## src/rtl/ppu_pkg.sv

```systemverilog
// rtl/ppu_pkg.sv - shared OARAM field layout and reader types
package ppu_pkg;

  // OARAM data word layout: activation in the low byte, channel-last flag on top.
  localparam int ACT_LSB           = 0;
  localparam int ACT_MSB           = 7;
  localparam int LAST_BIT          = 24;
  localparam int OARAM_WORD_WIDTH  = 25;
  localparam int DEFAULT_TILE_SIZE = 256;

  typedef logic [OARAM_WORD_WIDTH-1:0]          oaram_word_t;
  typedef logic [7:0]                           activation_t;
  typedef logic [$clog2(DEFAULT_TILE_SIZE)-1:0] coord_t;

  typedef enum logic [1:0] {
    ST_IDLE,
    ST_FETCH,
    ST_DRAIN
  } rd_state_t;

endpackage

```

## src/rtl/act_fifo2.sv

```systemverilog
// rtl/act_fifo2.sv - two-entry first-word-fall-through FIFO for decoded activations
module act_fifo2
  import ppu_pkg::*;
#(
  parameter int CW = 8
) (
  input  logic          clk,
  input  logic          reset,
  input  logic          push,
  input  activation_t   push_value,
  input  logic [CW-1:0] push_row,
  input  logic [CW-1:0] push_column,
  input  logic          push_last,
  input  logic          pop,
  output logic          head_valid,
  output activation_t   head_value,
  output logic [CW-1:0] head_row,
  output logic [CW-1:0] head_column,
  output logic          head_last,
  output logic [1:0]    count
);

  typedef struct packed {
    activation_t   value;
    logic [CW-1:0] row;
    logic [CW-1:0] column;
    logic          last;
  } entry_t;

  entry_t mem [2];
  entry_t head;
  logic   wr_ptr;
  logic   rd_ptr;
  logic   do_push;
  logic   do_pop;

  assign do_pop  = pop && (count != 2'd0);
  assign do_push = push && (count != 2'd2);

  assign head        = mem[rd_ptr];
  assign head_valid  = (count != 2'd0);
  assign head_value  = head.value;
  assign head_row    = head.row;
  assign head_column = head.column;
  assign head_last   = head.last;

  // Storage, pointers and occupancy; storage is cleared so the head reads zero after reset.
  always_ff @(posedge clk) begin
    if (reset) begin
      mem[0] <= '0;
      mem[1] <= '0;
      wr_ptr <= 1'b0;
      rd_ptr <= 1'b0;
      count  <= 2'd0;
    end else begin
      if (do_push) begin
        mem[wr_ptr] <= '{value: push_value, row: push_row, column: push_column, last: push_last};
        wr_ptr      <= ~wr_ptr;
      end
      if (do_pop) begin
        rd_ptr <= ~rd_ptr;
      end
      case ({do_push, do_pop})
        2'b10:   count <= count + 2'd1;
        2'b01:   count <= count - 2'd1;
        default: count <= count;
      endcase
    end
  end

endmodule

```

## src/rtl/oaram_reader.sv

```systemverilog
// rtl/oaram_reader.sv - walks a compressed OARAM channel and streams decoded activations
module oaram_reader
  import ppu_pkg::*;
#(
  parameter int RAM_WIDTH   = 10,
  parameter int INDEX_WIDTH = 4,
  parameter int TILE_SIZE   = 256
) (
  input  logic                           clk,
  input  logic                           reset,
  input  logic                           start,
  input  logic [RAM_WIDTH-1:1]           base_address,
  output logic [RAM_WIDTH-1:1]           oaram_address,
  output logic                           oaram_read_enable,
  input  logic [24:0]                    oaram_value,
  input  logic [INDEX_WIDTH-1:0]         oaram_indices_value,
  output logic                           act_valid,
  input  logic                           act_ready,
  output logic [7:0]                     act_value,
  output logic [$clog2(TILE_SIZE)-1:0]   act_row,
  output logic [$clog2(TILE_SIZE)-1:0]   act_column,
  output logic                           act_last,
  output logic                           busy,
  output logic                           done,
  output logic                           overflow
);

  localparam int            CW       = $clog2(TILE_SIZE);
  localparam int            AW       = RAM_WIDTH - 1;
  localparam logic [CW:0]   TILE_EXT = TILE_SIZE[CW:0];
  localparam logic [CW-1:0] ROW_MAX  = CW'(TILE_SIZE - 1);

  rd_state_t             state;
  rd_state_t             state_next;
  logic [RAM_WIDTH-1:1]  rd_addr;
  logic                  inflight;
  logic [CW-1:0]         row;
  logic [CW-1:0]         col;
  logic                  first_entry;
  logic                  overflow_q;

  activation_t           ret_act;
  logic                  ret_last;
  logic                  ret_push;
  logic                  last_returning;
  logic [CW:0]           col_sum;
  logic [CW:0]           col_wrapped;
  logic                  col_wrap;
  logic [CW-1:0]         col_dec;
  logic [CW-1:0]         row_dec;
  logic                  ovf_set;

  logic                  pop;
  logic [1:0]            fifo_count;
  logic [2:0]            occupancy;
  logic                  read_en;
  logic [15:0]           unused_oaram_bits;

  assign ret_act           = oaram_value[ACT_MSB:ACT_LSB];
  assign ret_last          = oaram_value[LAST_BIT];
  assign unused_oaram_bits = oaram_value[23:8];
  assign ret_push          = inflight && (ret_act != 8'd0);
  assign last_returning    = inflight && ret_last;

  assign pop = act_valid && act_ready;

  // Read credit: FIFO entries plus the word returning now, minus the entry leaving now, must
  // leave room for one more; counting the pop keeps one read per cycle under continuous ready.
  assign occupancy = {1'b0, fifo_count} + {2'b00, inflight} - {2'b00, pop};
  assign read_en   = (state == ST_FETCH) && !last_returning && (occupancy < 3'd2);

  assign oaram_read_enable = read_en;
  assign oaram_address     = rd_addr;
  assign busy              = (state != ST_IDLE);
  assign done              = (state == ST_DRAIN) && (fifo_count == 2'd0);
  assign overflow          = overflow_q;

  // Run-length decode of the returning word. first_entry is set when no emitted activation
  // occupies the current column (channel start or after filler), so no +1 step is taken then.
  always_comb begin
    col_sum     = {1'b0, col}
                + {{(CW + 1 - INDEX_WIDTH){1'b0}}, oaram_indices_value}
                + {{CW{1'b0}}, ~first_entry};
    col_wrapped = col_sum - TILE_EXT;
    col_wrap    = (col_sum >= TILE_EXT);
    col_dec     = col_wrap ? col_wrapped[CW-1:0] : col_sum[CW-1:0];
    row_dec     = row;
    ovf_set     = 1'b0;
    if (col_wrap) begin
      if (row == ROW_MAX) begin
        row_dec = '0;
        ovf_set = 1'b1;
      end else begin
        row_dec = row + CW'(1);
      end
    end
  end

  // Channel sequencing: fetch until the last-marked word returns, then drain the FIFO.
  always_comb begin
    state_next = state;
    case (state)
      ST_IDLE:  if (start) state_next = ST_FETCH;
      ST_FETCH: if (last_returning) state_next = ST_DRAIN;
      ST_DRAIN: if (fifo_count == 2'd0) state_next = ST_IDLE;
      default:  state_next = ST_IDLE;
    endcase
  end

  // State register.
  always_ff @(posedge clk) begin
    if (reset) begin
      state <= ST_IDLE;
    end else begin
      state <= state_next;
    end
  end

  // Read address, in-flight tracking and decoded position.
  always_ff @(posedge clk) begin
    if (reset) begin
      rd_addr     <= '0;
      inflight    <= 1'b0;
      row         <= '0;
      col         <= '0;
      first_entry <= 1'b1;
      overflow_q  <= 1'b0;
    end else begin
      inflight <= read_en;
      if (read_en) begin
        rd_addr <= rd_addr + AW'(1);
      end
      if ((state == ST_IDLE) && start) begin
        rd_addr     <= base_address;
        row         <= '0;
        col         <= '0;
        first_entry <= 1'b1;
        overflow_q  <= 1'b0;
      end
      if (inflight) begin
        col         <= col_dec;
        row         <= row_dec;
        first_entry <= (ret_act == 8'd0);
        if (ovf_set) begin
          overflow_q <= 1'b1;
        end
      end
    end
  end

  act_fifo2 #(
    .CW(CW)
  ) u_fifo (
    .clk         (clk),
    .reset       (reset),
    .push        (ret_push),
    .push_value  (ret_act),
    .push_row    (row_dec),
    .push_column (col_dec),
    .push_last   (ret_last),
    .pop         (pop),
    .head_valid  (act_valid),
    .head_value  (act_value),
    .head_row    (act_row),
    .head_column (act_column),
    .head_last   (act_last),
    .count       (fifo_count)
  );

endmodule
```

## config.mk

```make
export PLATFORM = sky130hd
export DESIGN_NAME = oaram_reader
export DESIGN_NICKNAME = d
export VERILOG_FILES = /design/src/rtl/ppu_pkg.sv /design/src/rtl/act_fifo2.sv /design/src/rtl/oaram_reader.sv
export SDC_FILE = /design/constraint.sdc
export NUM_CORES = 1
export LEC_CHECK = 0
export ABC_AREA = 1
export CORE_UTILIZATION = 56
export CTS_CLUSTER_SIZE = 14
export DETAILED_ROUTE_END_ITERATION = 7
export GPL_ROUTABILITY_DRIVEN = 0
export GPL_TIMING_DRIVEN = 0
export HOLD_SLACK_MARGIN = 0.02
export PLACE_DENSITY = 0.85
export SKIP_CTS_REPAIR_TIMING = 1
export SLEW_MARGIN = 40
export SYNTH_ARGS = -nofsm -noshare
export SYNTH_HDL_FRONTEND = slang
export SYNTH_SLANG_ARGS = --single-unit
```

## constraint.sdc

```tcl
create_clock -name clk -period 4.7 [get_ports clk]
set_input_delay 0.705 -clock clk [delete_from_list [all_inputs] [get_ports clk]]
set_output_delay 0.705 -clock clk [all_outputs]
set_load 0.01 [all_outputs]
```

==> impl_metrics.tcl, run 1 <==
set metrics [dict create \
    maxSlewViolCount 0 \
    die_h_um 88.9 \
    drive_above_1_share_pct 15.5 \
    clock_sinks 85 \
    ios 81 \
    clockBufferDepth 2 \
    drc 0 \
    cp_data_required_time_ns 3.99 \
    clock_skew_ns 0.0129 \
    status "complete, no violations" \
    die-area_um2 7900 \
    initial_core_util_pct 58.0 \
    crit_type "in2out" \
    critPathArrivalTime_ns 3.37 \
    grt_pass1_wl_um 14300 \
    comb_power_share_pct 22.6 \
    async_reset_ff_share_pct 0 \
    row_count 31 \
    syn_nets 519 \
    grt_usage_pct 24.1 \
    power_density_nw_per_um2 358 \
    die_w_um 88.9 \
    cts_tree "done" \
    htreeDepth 3 \
    switchingPower_mw 0.524 \
    yosysUniqueCellTypes 37 \
    max_freq_mhz 245 \
    fin_ws_ns 0.621 \
    vias 3385 \
    finalCritPeriodShare_pct 86.8 \
    insertion_delay_ns 0.36 \
    path_clk_slew_ns 0.08 \
    nets 594 \
    clock_power_share_pct 30.7 \
    cts_root_buffer "clkbuf_8" \
    p_int_mw 1.34 \
    p_leak_nw 2.01 \
    port_buffers 64 \
    synth_seq_cells 85 \
    yosysTopAreaCell "edfxtp_1" \
    vdd_ir_drop_max_mv 0.182 \
    syn-cell-area_um2 4230 \
    critPathLaunchType "primary input" \
    synth_flop_cell "edfxtp_1" \
    worstMarginPinSlew_ns 0.617 \
    yosysWarningCount 0 \
    areaGrowthSynthToFinish_pct 23.4 \
    slew_headroom_pct 58.7 \
    synth_common_cells "80 x nand2_1, 80 x nor2_1, 50 x edfxtp_1, 40 x inv_1, 35 x dfxtp_1" \
    syn_avg_cell_area_um2 9.05 \
    pwr-share-seq_pct 46.6 \
    routed_via_density 5.24 \
    worstSetupEndpointType "output port" \
    post_drt_wl_per_cell_um 13.9 \
    synth-edff-count 50 \
    finalSetupTns_ns 0 \
    period_minus_slack_ns 4.08 \
    grt_max_degree 26 \
    rsz0062_at_grt "false" \
    seq_area_frac_synth_pct 52.1 \
    holdCritPathClass "reg2reg" \
    place_hpwl_um 6490 \
    critPathMaxFanout 6 \
    post-place-ws_ns 0.645 \
    drt-initial-drc-count 168 \
    synth_top_area_share_pct 35.5 \
    synth_cells 467 \
    grt_pass1_vias 3210 \
    hold_viol 0 \
    first_pass_iters 5 \
    setup_viol 0 \
    cts_buffers 9 \
    switching_share_pct 28.1 \
    cap_violations 0 \
    antenna_found_initial 0 \
    synth.area.top_cells "edfxtp_1 36%, dfxtp_1 17%, nand2_1 7.1%, nor2_1 7.1%, mux2_2 6.7%" \
    antennaDiodeCount 0 \
    wl_um 8990 \
    coreArea_um2 7290 \
    postLayoutCoreUtil_pct 71.6 \
    p_total_mw 1.87 \
    grt-ovfl-total 0 \
    antenna_left 0 \
    fillCellCount 538 \
]
[cells by family (layout without fill, tap and decap cells)]
family	count (synthesis)	count (layout)	share of synthesized area, %
and+or+nand+nor	232	232	24.4
DFF	85	85	52.1
buffers and inverters	62	142	6.16
AOI/OAI and AO/OA	47	47	6.01
muxes	25	25	6.66
adders and majority gates	10	10	3.49
xor gates and xnor gates	6	6	1.24
[power groups by stage]
| stage | Sequential [mW] | Combinational [mW] | Clock, mW |
|---|---|---|---|
| 6_report | 0.870 | 0.422 | 0.573 |
| 5_1_grt | 0.877 | 0.465 | 0.607 |
| 3_5_place_dp | 0.887 | 0.421 | 0 |
| 4_1_cts | 0.870 | 0.423 | 0.576 |
| 3_3_place_gp | 0.883 | 0.408 | 0 |
| 2_1_floorplan | 0.885 | 0.237 | 0 |
[cell type report]
| class | instances | area [µm²] | area share [%] |
|---|---|---|---|
| Buffer | 16 | 87.6 | 1.68 |
| Clock buffer | 9 | 124 | 2.37 |
| Clock inverter | 7 | 96.3 | 1.85 |
| Inverter | 46 | 173 | 3.31 |
| Multi-Input combinational cell | 320 | 1770 | 33.9 |
| Sequential cell | 85 | 2200 | 42.2 |
| Tap cell | 99 | 124 | 2.37 |
| Timing Repair Buffer | 64 | 641 | 12.3 |
[cell usage in the layout (no fill, tap or decap), types with 8 or more instances in the layout]
cell type	count
clkbuf_8	9
nand3_1	28
nand2_1	78
inv_1	40
edfxtp_1	50
o21ai_0	12
nand2_2	12
nor2_1	80
a21oi_1	26
mux2_2	25
nand4_1	8
dfxtp_1	35
clkdlybuf4s50_1	64
[layer usage]
metal  up-vias  routed length (µm)  track usage (%)  share of wire (%)
li1       1696                   -                -                  -
met1      1579                4020             30.4                 45
met2        96                4370             40.9                 49
met3        14                 458             3.51                5.1
met4         0                 146             11.6                1.6
met5         -                   0                0                  0
[flip-flops by register name, summed over array words and instances (netlist names), named ones only]
signal	flops
row	8
u_fifo.count	2
u_fifo.rd_ptr	1
oaram_address	9
first_entry	1
u_fifo.mem	50
overflow	1
state	2
col	8
u_fifo.wr_ptr	1
inflight	1
[worst paths after layout]
path                                start                             to  slack [ns]  cells after the start
min reg2reg    u_fifo.rd_ptr$_SDFFE_PP0P_     u_fifo.rd_ptr$_SDFFE_PP0P_        0.46                      1
max                             act_ready              oaram_read_enable        0.62                     11
min            u_fifo.rd_ptr$_SDFFE_PP0P_     u_fifo.rd_ptr$_SDFFE_PP0P_        0.46                      1
max reg2reg  u_fifo.count[1]$_SDFFE_PP0P_  oaram_address[8]$_SDFFE_PP0P_        1.93                     14
[critical path: stages]
cell	delay, ns
clkdlybuf4s50_1	0.45
nand2_1	0.05
inv_1	0.14
ha_1	0.25
or2_2	0.30
fa_1	0.40
xor2_1	0.17
nor2_1	0.13
nand2_2	0.14
inv_2	0.09
clkdlybuf4s50_1	0.54
[through the flow]
stage | cell area (µm²) | hold WS, ns | cells
6_report | 5220 | 0.460 | 646
5_1_grt | 5220 | 0.504 | 646
4_1_cts | 5220 | 0.457 | 646
3_5_place_dp | 5000 | 0.442 | 630
3_3_place_gp | 4990 | 0.439 | 630
2_1_floorplan | 4230 | 0.426 | 467
(Power assumes the default switching activity.)
==> inputs of run 2 (changes only) <==
Settings changed: CORE_MARGIN from default to 1, CORE_UTILIZATION 56 to 57, PLACE_DENSITY 0.85 to 0.86, SYNTH_HIERARCHICAL from default to 1.
==> run 2 against run 1 <==
- worst hold slack gained 0.018 ns
- largest power group unchanged
- area after synthesis grew 6.4%
- sequential cell count is the same
- final cell count grew 7.0%
- critical endpoint unchanged
- sequential power shrank 2.6%
- largest cell class unchanged
- highest routed layer unchanged
==> impl_metrics.tcl, run 2 <==
set metrics [dict create \
    status "complete, no violations" \
    syn_nets 561 \
    maxSlewViolCount 0 \
    die_w_um 90.8 \
    path_clk_slew_ns 0.10 \
    antennaDiodeCount 0 \
    synth-edff-count 50 \
    synth_xor_area_share_pct 1.56 \
    synth_seq_cells 85 \
    port_buffers 64 \
    synth_cells 509 \
    async_reset_ff_share_pct 0 \
    regArea_um2 2200 \
    areaGrowthSynthToFinish_pct 21.2 \
    period_minus_slack_ns 3.92 \
    rr_endpoint "oaram_address[7]$_SDFFE_PP0P_" \
    initial_core_util_pct 58.5 \
    grt_pass1_wl_um 16000 \
    clockBufferDepth 2 \
    post_drt_wl_per_cell_um 13.8 \
    crit_family "simple AND/OR/NAND/NOR gates" \
    insertion_delay_ns 0.37 \
    synth_top_area_share_pct 33.4 \
    place_hpwl_um 6830 \
    fillCellCount 572 \
    largest_reg_flops 50 \
    grt_usage_pct 24.6 \
    power_density_nw_per_um2 292 \
    worstMarginPinSlew_ns 0.628 \
    timing.rr.start "u_fifo/count[1]$_SDFFE_PP0P_" \
    path_cells "inv_1, nand2_1, nand2_1, inv_1, ha_1, or2_2, fa_1, xnor2_1, nand2_1, nor2_4, clkdlybuf4s50_1" \
    critPathMaxFanout 7 \
    reg2reg_depth 13 \
    crit_buf_inv 3 \
    critPathLaunchType "flip-flop" \
    synth_compound_area_share_pct 7.06 \
    synthSimpleGateAreaFrac_pct 24.3 \
    synth.area.top_cells "edfxtp_1 33%, dfxtp_1 16%, nand2_1 8.8%, mux2_2 6.3%, inv_1 6.2%" \
    grt-ovfl-total 0 \
    max_freq_mhz 255 \
    synth_flop_cell "edfxtp_1" \
    clock_sinks 85 \
    wl_um 9560 \
    drc 0 \
    rsz0062_at_grt "false" \
    grt_max_degree 26 \
    hold_end "col[2]$_SDFFE_PP0P_" \
    seq_area_frac_synth_pct 48.9 \
    crit_type "reg2out" \
    layout_commonest_cell "nand2_1" \
    cts_buffers 9 \
    syn-cell-area_um2 4500 \
    row_count 32 \
    antenna_found_initial 0 \
    design_area_um2 5450 \
    final_cell_mix "103 x nand2_1, 74 x inv_1, 64 x clkdlybuf4s50_1" \
    vdd_ir_drop_max_mv 0.161 \
    p_leak_nw 2.22 \
    drive_above_1_share_pct 17.1 \
    slew_headroom_pct 58.0 \
    cts_tree "done" \
    first_pass_iters 6 \
    coreArea_um2 7690 \
    place_area_um2 5270 \
    die_h_um 90.8 \
    drt-initial-drc-count 219 \
    regMostFlops "u_fifo/mem" \
    yosysWarningCount 6 \
    grt_pass1_vias 3445 \
    routed_via_density 5.28 \
    finalSetupTns_ns 0 \
    finalCritPeriodShare_pct 83.4 \
    muxShareOfSynthArea_pct 6.26 \
    yosysTopAreaCell "edfxtp_1" \
    cp_slowest_cell "dfxtp_1" \
    synth_fa_ha_area_share_pct 3.28 \
    instances_no_fill 691 \
    hold_viol 0 \
    yosysUniqueCellTypes 36 \
    holdCritPathClass "reg2reg" \
    yosysMostFrequentCell "nand2_1" \
    die-area_um2 8250 \
    htreeDepth 3 \
    regToRegSetupSlack_ns 1.80 \
    setup_viol 0 \
    nets 636 \
    cap_violations 0 \
    postLayoutCoreUtil_pct 70.9 \
    whs_path_depth 2 \
    synth_common_cells "105 x nand2_1, 74 x inv_1, 56 x nor2_1, 50 x edfxtp_1, 35 x dfxtp_1" \
    dpl.cell_count 675 \
    hold_start "col[2]$_SDFFE_PP0P_" \
    critical-path-max-stage-delay_ns 0.56 \
    clock_skew_ns 0.0100 \
    ios 81 \
    syn_avg_cell_area_um2 8.84 \
    vias 3646 \
    multi_input_area_um2 1920 \
    cp_data_required_time_ns 3.99 \
    worstSetupEndpointType "output port" \
    path_common_cell "nand2_1" \
    critPathArrivalTime_ns 3.22 \
    antenna_left 0 \
    cts_root_buffer "clkbuf_8" \
    synth_top_family_by_area "simple AND/OR/NAND/NOR gates" \
]
## run 2: cell types whose count changed after synthesis, moves of 4 or more
cell     before  now
nand3_1      28   23
nand2_1      80  105
nor3_1        7    2
or2_2         7    3
o21ai_2       1    5
o21ai_0      12   20
nor2_2        3   24
inv_1        40   74
nand2_2      10    5
inv_2         6    2
nor2_1       80   56
## run 2: worst max-delay path by stage
| stage | startpoint | end | depth (start not counted) |
|---|---|---|---|
| floorplan | act_ready | oaram_read_enable | 8 |
| global placement | act_ready | oaram_read_enable | 10 |
| detailed placement | act_ready | oaram_read_enable | 10 |
| CTS | u_fifo/count[1]$_SDFFE_PP0P_ | oaram_read_enable | 11 |
| global route | u_fifo/count[1]$_SDFFE_PP0P_ | oaram_read_enable | 11 |
| finish | u_fifo/count[1]$_SDFFE_PP0P_ | oaram_read_enable | 11 |
## run 2: where the power goes
part	switching [mW]	total (mW)	internal, mW
clock	0.286	0.484	0.198
sequential	0.0227	0.847	0.824
combinational	0.141	0.259	0.118
## run 2: stage by stage
stage	setup slack, ns	power, mW	hold slack (ns)
after floorplan	1.86	1.01	0.443
after global placement	0.816	1.11	0.454
after detailed placement	0.803	1.12	0.461
after CTS	0.764	1.60	0.479
after global routing	0.584	1.66	0.512
final	0.779	1.59	0.477
## run 2: final cells by class
class / instances / area share, %
Sequential cell: 85 / 40.4
Multi-Input combinational cell: 333 / 35.1
Timing Repair Buffer: 64 / 11.8
Inverter: 77 / 5.30
Tap cell: 102 / 2.34
Clock buffer: 9 / 2.27
Buffer: 14 / 1.79
Clock inverter: 7 / 1.01
## run 2: worst register-to-register path: stages (launching register included)
cell	delay (ns)
dfxtp_1	0.56
inv_1	0.11
nand2_1	0.12
nand2_1	0.06
inv_1	0.08
ha_1	0.22
or2_2	0.30
fa_1	0.38
xnor2_1	0.16
nand2_1	0.13
o21ai_2	0.35
o21ai_0	0.17
nand2_1	0.10
inv_1	0.04
## run 2: kinds of logic (layout without fill, tap and decap cells)
kind of cell | after synthesis | count (layout)
simple gates | 235 | 235
buf+inv | 91 | 171
flops | 85 | 85
compound gates | 55 | 55
mux | 25 | 25
fa+ha+maj | 10 | 10
xor+xnor | 8 | 8
## run 2: routing by layer
| metal | part of all wire [%] | up-vias | track usage [%] | wire [µm] |
|---|---|---|---|---|
| met4 | 2.1 | 0 | 12.3 | 200 |
| met5 | 0 | - | 0 | 0 |
| li1 | - | 1793 | - | - |
| met1 | 43 | 1686 | 32.6 | 4070 |
| met3 | 6.1 | 27 | 4.04 | 585 |
| met2 | 49 | 140 | 39.1 | 4700 |
